[src/rtl/main_cu_pkg.sv]
// Shared definitions for the matrix-multiplication main control unit.
// Holds status-word bit positions, config-word field positions, the FSM
// state encoding and a small helper for building status write-back words.
package main_cu_pkg;

  localparam int unsigned STATUS_W         = 32;
  localparam int unsigned STATUS_START_BIT = 31;
  localparam int unsigned STATUS_BUSY_BIT  = 30;
  localparam int unsigned STATUS_DONE_BIT  = 29;
  localparam int unsigned STATUS_ERROR_BIT = 28;

  // Config word: [31:24] A rows, [23:16] A cols, [15:8] B rows, [7:0] B cols
  localparam int unsigned CFG_FIELD_W    = 8;
  localparam int unsigned CFG_A_ROWS_LSB = 24;
  localparam int unsigned CFG_A_COLS_LSB = 16;
  localparam int unsigned CFG_B_ROWS_LSB = 8;
  localparam int unsigned CFG_B_COLS_LSB = 0;

  typedef enum logic [2:0] {
    IDLE        = 3'd0,
    START       = 3'd1,
    DISPATCH    = 3'd2,
    WAIT_ACK    = 3'd3,
    WAIT_REL    = 3'd4,
    WAIT_RESULT = 3'd5,
    DONE        = 3'd6,
    ERROR       = 3'd7
  } state_t;

  // Single-bit mask at a status bit position
  function automatic logic [STATUS_W-1:0] status_bit(input int unsigned pos);
    return STATUS_W'(1) << pos;
  endfunction

  // Current status with clr bits cleared and set bits set
  function automatic logic [STATUS_W-1:0] status_with(
    input logic [STATUS_W-1:0] cur,
    input logic [STATUS_W-1:0] clr,
    input logic [STATUS_W-1:0] set
  );
    return (cur & ~clr) | set;
  endfunction

endpackage

[src/rtl/main_cu_index_gen.sv]
// Block index generator for main_cu.
// Walks the C-matrix block grid row-major (column fastest) and reports
// whether any block is still waiting to be dispatched.
// Ports:
//   clk, rst     clock, synchronous active-high reset
//   load         latch rows/cols and restart at (0,0)
//   rows, cols   grid dimensions in blocks
//   advance      step to the next block
//   row, col     current block index
//   remain       at least one block not yet dispatched
module main_cu_index_gen
  import main_cu_pkg::*;
#(
  parameter int unsigned IDX_W = 8
) (
  input  logic             clk,
  input  logic             rst,
  input  logic             load,
  input  logic [IDX_W-1:0] rows,
  input  logic [IDX_W-1:0] cols,
  input  logic             advance,
  output logic [IDX_W-1:0] row,
  output logic [IDX_W-1:0] col,
  output logic             remain
);

  logic [IDX_W-1:0] rows_q;
  logic [IDX_W-1:0] cols_q;
  logic             finished_q;

  // Counters and completion flag; an empty grid is finished at load time
  always_ff @(posedge clk) begin
    if (rst) begin
      rows_q     <= '0;
      cols_q     <= '0;
      row        <= '0;
      col        <= '0;
      finished_q <= 1'b1;
    end else if (load) begin
      rows_q     <= rows;
      cols_q     <= cols;
      row        <= '0;
      col        <= '0;
      finished_q <= (rows == '0) || (cols == '0);
    end else if (advance && !finished_q) begin
      if (col == cols_q - IDX_W'(1)) begin
        col <= '0;
        row <= row + IDX_W'(1);
        if (row == rows_q - IDX_W'(1)) begin
          finished_q <= 1'b1;
        end
      end else begin
        col <= col + IDX_W'(1);
      end
    end
  end

  assign remain = ~finished_q;

endmodule

[src/rtl/main_cu.sv]
// Main control unit of the matrix-multiplication coprocessor.
// On a start request it latches the block grid from the config word, hands
// (row, col) block indexes to up to NUM_PU PUs per batch with a four-phase
// handshake, waits for each batch result and writes busy/done/error status.
// Optional feature macro: MAIN_CU_DIM_CHECK_EN (dimension check on start).
// Ports:
//   i_Clock, i_Reset        clock, synchronous active-high reset
//   i_Config                grid dimensions (A rows/cols, B rows/cols)
//   i_Status                current status word (start/busy/done/error)
//   i_Indexes_Received      PU acknowledge of the current index
//   i_Result_Ready          batch complete; rising edge consumed
//   o_Status                status word to write back
//   o_Write_Status_Enable   one-cycle write strobe for o_Status
//   o_Indexes_Ready         one-hot slot valid
//   o_Row_Index, o_Column_Index  block being dispatched
module main_cu
  import main_cu_pkg::*;
#(
  parameter int unsigned NUM_PU = 4,
  parameter int unsigned IDX_W  = 8
) (
  input  logic              i_Clock,
  input  logic              i_Reset,
  input  logic [31:0]       i_Config,
  input  logic [31:0]       i_Status,
  input  logic              i_Indexes_Received,
  input  logic              i_Result_Ready,
  output logic [31:0]       o_Status,
  output logic              o_Write_Status_Enable,
  output logic [NUM_PU-1:0] o_Indexes_Ready,
  output logic [IDX_W-1:0]  o_Row_Index,
  output logic [IDX_W-1:0]  o_Column_Index
);

  localparam int unsigned SLOT_W = (NUM_PU > 1) ? $clog2(NUM_PU) : 1;

  state_t              state;
  state_t              state_n;
  logic [SLOT_W-1:0]   slot;
  logic [SLOT_W-1:0]   slot_n;
  logic                result_q;
  logic                result_rise;
  logic                start_req;
  logic                dims_bad;

  logic [31:0]         status_n;
  logic                we_n;
  logic [NUM_PU-1:0]   ready_n;
  logic [IDX_W-1:0]    row_n;
  logic [IDX_W-1:0]    col_n;

  logic                gen_load;
  logic                gen_advance;
  logic                gen_remain;
  logic [IDX_W-1:0]    gen_row;
  logic [IDX_W-1:0]    gen_col;
  logic [IDX_W-1:0]    cfg_rows;
  logic [IDX_W-1:0]    cfg_cols;

  assign cfg_rows    = IDX_W'(i_Config[CFG_A_ROWS_LSB +: CFG_FIELD_W]);
  assign cfg_cols    = IDX_W'(i_Config[CFG_B_COLS_LSB +: CFG_FIELD_W]);
  assign start_req   = i_Status[STATUS_START_BIT] & ~i_Status[STATUS_BUSY_BIT];
  assign result_rise = i_Result_Ready & ~result_q;

`ifdef MAIN_CU_DIM_CHECK_EN
  // Inner dimensions must agree and the product grid must be non-empty
  assign dims_bad = (i_Config[CFG_A_COLS_LSB +: CFG_FIELD_W] !=
                     i_Config[CFG_B_ROWS_LSB +: CFG_FIELD_W]) ||
                    (cfg_rows == '0) || (cfg_cols == '0);
`else
  logic unused_cfg;
  assign dims_bad   = 1'b0;
  assign unused_cfg = ^i_Config[CFG_B_ROWS_LSB +: 2*CFG_FIELD_W];
`endif

  main_cu_index_gen #(
    .IDX_W(IDX_W)
  ) u_index_gen (
    .clk    (i_Clock),
    .rst    (i_Reset),
    .load   (gen_load),
    .rows   (cfg_rows),
    .cols   (cfg_cols),
    .advance(gen_advance),
    .row    (gen_row),
    .col    (gen_col),
    .remain (gen_remain)
  );

  // State, slot, result edge detector and registered outputs
  always_ff @(posedge i_Clock) begin
    if (i_Reset) begin
      state                 <= IDLE;
      slot                  <= '0;
      result_q              <= 1'b0;
      o_Status              <= '0;
      o_Write_Status_Enable <= 1'b0;
      o_Indexes_Ready       <= '0;
      o_Row_Index           <= '0;
      o_Column_Index        <= '0;
    end else begin
      state                 <= state_n;
      slot                  <= slot_n;
      result_q              <= i_Result_Ready;
      o_Status              <= status_n;
      o_Write_Status_Enable <= we_n;
      o_Indexes_Ready       <= ready_n;
      o_Row_Index           <= row_n;
      o_Column_Index        <= col_n;
    end
  end

  // Next state and next output values; outputs hold unless a state changes them
  always_comb begin
    state_n     = state;
    slot_n      = slot;
    status_n    = o_Status;
    we_n        = 1'b0;
    ready_n     = o_Indexes_Ready;
    row_n       = o_Row_Index;
    col_n       = o_Column_Index;
    gen_load    = 1'b0;
    gen_advance = 1'b0;

    case (state)
      IDLE: begin
        if (start_req) begin
          if (dims_bad) begin
            state_n = ERROR;
          end else begin
            gen_load = 1'b1;
            slot_n   = '0;
            state_n  = START;
          end
        end
      end

      START: begin
        status_n = status_with(i_Status, status_bit(STATUS_START_BIT),
                               status_bit(STATUS_BUSY_BIT));
        we_n     = 1'b1;
        // An empty grid skips dispatch entirely
        state_n  = gen_remain ? DISPATCH : DONE;
      end

      DISPATCH: begin
        row_n   = gen_row;
        col_n   = gen_col;
        ready_n = NUM_PU'(1) << slot;
        state_n = WAIT_ACK;
      end

      WAIT_ACK: begin
        if (i_Indexes_Received) begin
          ready_n     = '0;
          gen_advance = 1'b1;
          state_n     = WAIT_REL;
        end
      end

      WAIT_REL: begin
        if (!i_Indexes_Received) begin
          if ((slot < SLOT_W'(NUM_PU - 1)) && gen_remain) begin
            slot_n  = slot + SLOT_W'(1);
            state_n = DISPATCH;
          end else begin
            slot_n  = '0;
            state_n = WAIT_RESULT;
          end
        end
      end

      WAIT_RESULT: begin
        if (result_rise) begin
          state_n = gen_remain ? DISPATCH : DONE;
        end
      end

      DONE: begin
        status_n = status_with(i_Status,
                               status_bit(STATUS_START_BIT) | status_bit(STATUS_BUSY_BIT),
                               status_bit(STATUS_DONE_BIT));
        we_n     = 1'b1;
        state_n  = IDLE;
      end

      ERROR: begin
        status_n = status_with(i_Status,
                               status_bit(STATUS_START_BIT) | status_bit(STATUS_BUSY_BIT),
                               status_bit(STATUS_ERROR_BIT));
        we_n     = 1'b1;
        state_n  = IDLE;
      end

      default: begin
        state_n = IDLE;
      end
    endcase
  end

endmodule

[config.mk]
export PLATFORM = sky130hd
export DESIGN_NAME = main_cu
export DESIGN_NICKNAME = d
export VERILOG_FILES = /design/src/rtl/main_cu_pkg.sv /design/src/rtl/main_cu_index_gen.sv /design/src/rtl/main_cu.sv
export SDC_FILE = /design/constraint.sdc
export NUM_CORES = 1
export LEC_CHECK = 0
export BUFFER_PORTS_ARGS = -buffer_cell sky130_fd_sc_hd__buf_2
export CORE_MARGIN = 2
export CORE_UTILIZATION = 56
export DETAILED_ROUTE_END_ITERATION = 16
export PLACE_DENSITY = 0.86
export REMOVE_ABC_BUFFERS = 1
export SLEW_MARGIN = 20
export SYNTH_ARGS = -nofsm -noshare
export SYNTH_HDL_FRONTEND = slang
export SYNTH_SLANG_ARGS = --single-unit
export TNS_END_PERCENT = 30
[constraint.sdc]
create_clock -name i_Clock -period 3.3 [get_ports i_Clock]
set_input_delay 0.165 -clock i_Clock [delete_from_list [all_inputs] [get_ports i_Clock]]
set_output_delay 0.165 -clock i_Clock [all_outputs]
set_load 0.02 [all_outputs]
==> metrics.txt <==
DRT iter0 DRCs 140; Yosys warning count 0; setup bufs post-CTS 0; Syn Inst Count 524; num rows 31; async set-reset flop share out of synthesis 0; die area 8060 sq um; post-route ant nets 0; worst hold path cell count 3; Post-Route Utilization 0.676; Sw Share 0.337; sequential power share 0.493; Total GRT Usage 0.239; flops & latches, synth 91; Syn-to-layout area delta 17.8%; Mapped Area 4120 sq um; Static Leak 1.98 nW; crit start category flip-flop; ant diodes 0; Tmin final 2.58 ns; R2R Path End u_index_gen.row[4]; crit-path cells nor4bb_1, nand4_1, nand4bb_1, a211o_4, or4_1, a21oi_1; GRT Residual Overflow 0; Post-DP HPWL 6790 um; Root Buffer Master clkbuf_8; R2R setup slack 0.72 ns; Worst Slack Setup Final 0.718 ns; DRT Pass-1 Iters 5; final setup fails 0; max_cap viols 0; Core Region 7180 sq um; Worst slew margin 0.528; CP required 3.60 ns; critical path class reg2reg; CP max FO 15; PwrDens 518 nW/um^2; worst slew pin tran 0.706 ns; most common cell after layout, fill and taps aside nand2_1; IO buf count 103; number of remaining DRC errors 0; outcome complete, no violations; Initial Util 0.574; Hold Path End o_Status[18]; P_int 1.67 mW; CTS H-tree lvls 3; Setup WS pre-CTS 0.790 ns; Post-synth EDFFs 0; f_max 0.387 GHz; period utilisation layout 0.782; CTS clk-pin slew, worst paths 0.10 ns; io pins 121; Max rail drop VDD 0.304 mV; Worst Setup End Kind flip-flop; clk buf depth 2; Hold Crit Class in2reg; worst r2r src state[0]; CTS tree built; final hold violation count 0; Largest stage delay, worst path 0.62 ns; CTS resizes 0; Hold Path Origin i_Status[18]; global-route wire length before repair 16000 um; clock power share 0.292; clock sinks 91; Netlist cell types 56; initial antenna violation count 0; worst skew pair latency 0.37 ns; via count 3816; vias in the first global route 3664; Top FF cell, synth dfxtp_1; drt wl/cell 13.2 um; share of total power in combinational logic 0.215; final setup TNS 0 ns; switching power total 848 uW; largest net degree at the start of global routing 46; Slew Limit Fails 0; Chip Height 89.8 um; CTS Buf Count 9; slowest stage cell, crit path dfxtp_1; Die Wd 89.8 um; Placer Congestion 0.836; RSZ-0062 raised after global routing false; commonest cells after routing, fill and taps aside 141 x nand2_1, 103 x buf_2, 91 x dfxtp_1; hold_buf cts 0; Design Power 2.51 mW; clk_skew 0.00791 ns; reg2reg path depth 6; # nets final 684; vias per inst 5.36; layout cell share with drive strength beyond 1 0.212; Seq/Total Area, Yosys 0.442; routed wire length 9380 um; syn avg cell area 7.86 sq um; WP data arrival 2.88 ns
## Yosys cell counts (6+ instances only)
cell        n  area, sq um
clkbuf_1   31          116
ha_1        8          100
xor2_1     15          131
nor2_1     33          124
nand2_1   141          529
nand4_1     6         37.5
a21oi_1    72          360
inv_1      13         48.8
dfxtp_1    91         1820
o21ai_0     8         40.0
xnor2_1    17          149
nor4_1      6         37.5
nor3_1     10         50.1
## metrics by stage
step / cells / area, sq um / hold WS [ns]
2_1_floorplan: 490 / 3980 / 0.234
3_3_place_gp: 696 / 4660 / 0.394
3_5_place_dp: 696 / 4660 / 0.406
4_1_cts: 712 / 4850 / 0.0129
5_1_grt: 712 / 4850 / 0.0105
6_report: 712 / 4850 / 0.0237
## flip-flops by register name, summed over array words and instances (netlist names)
register	count
result_q	1
u_index_gen.cols_q	8
u_index_gen.rows_q	8
u_index_gen.row	8
o_Status	31
o_Column_Index	8
o_Row_Index	8
o_Indexes_Ready	4
o_Write_Status_Enable	1
u_index_gen.col	8
u_index_gen.finished_q	1
slot	2
state	3
## metal layers
layer,GRT usage,share of wire
met5,0,0
met4,0.0936,0.021
met3,0.0511,0.051
met2,0.441,0.52
met1,0.269,0.41
## critical path, delay by kind of cell (launching register included)
kind               cells  cell delay [ns]
and+or+nand+nor        4             1.39
DFF                    1             0.62
AOI/OAI and AO/OA      2             0.51
## power groups by stage
stage	Clock [mW]	Sequential (mW)	Combinational [mW]
final	0.735	1.24	0.540
after global routing	0.796	1.25	0.599
after CTS	0.748	1.24	0.537
after detailed placement	0	1.26	0.534
after global placement	0	1.26	0.518
after floorplan	0	1.31	0.301
## cell families (layout without fill, tap and decap cells)
group / count (synthesis) / count (layout) / share of synthesized area
AOI/OAI and AO/OA: 112 / 112 / 0.163
xor gates and xnor gates: 32 / 32 / 0.0680
adders and majority gates: 8 / 8 / 0.0243
buffers and inverters: 47 / 136 / 0.0459
DFF: 91 / 91 / 0.442
muxes: 2 / 2 / 0.00486
other: 1 / 1 / 0.000910
and+or+nand+nor: 231 / 231 / 0.251
## area by class of cell
cell class                      instances  area (sq um)
Tap cell                               99           124
Timing Repair Buffer                  107           546
Fill cell                             614          2320
Inverter                               13          48.8
Multi-Input combinational cell        386          2120
Sequential cell                        91          1820
Clock inverter                          7          66.3
Clock buffer                            9           124
## worst max path at each step
stage,startpoint,endpoint,depth (start not counted)
2_1_floorplan,state[0],o_Status[29],4
3_3_place_gp,state[0],u_index_gen.row[4],6
3_5_place_dp,state[0],u_index_gen.row[4],6
4_1_cts,state[0],u_index_gen.row[4],6
5_1_grt,state[0],u_index_gen.row[4],6
6_report,state[0],u_index_gen.row[4],6
Power figures use the tool's default switching activity.
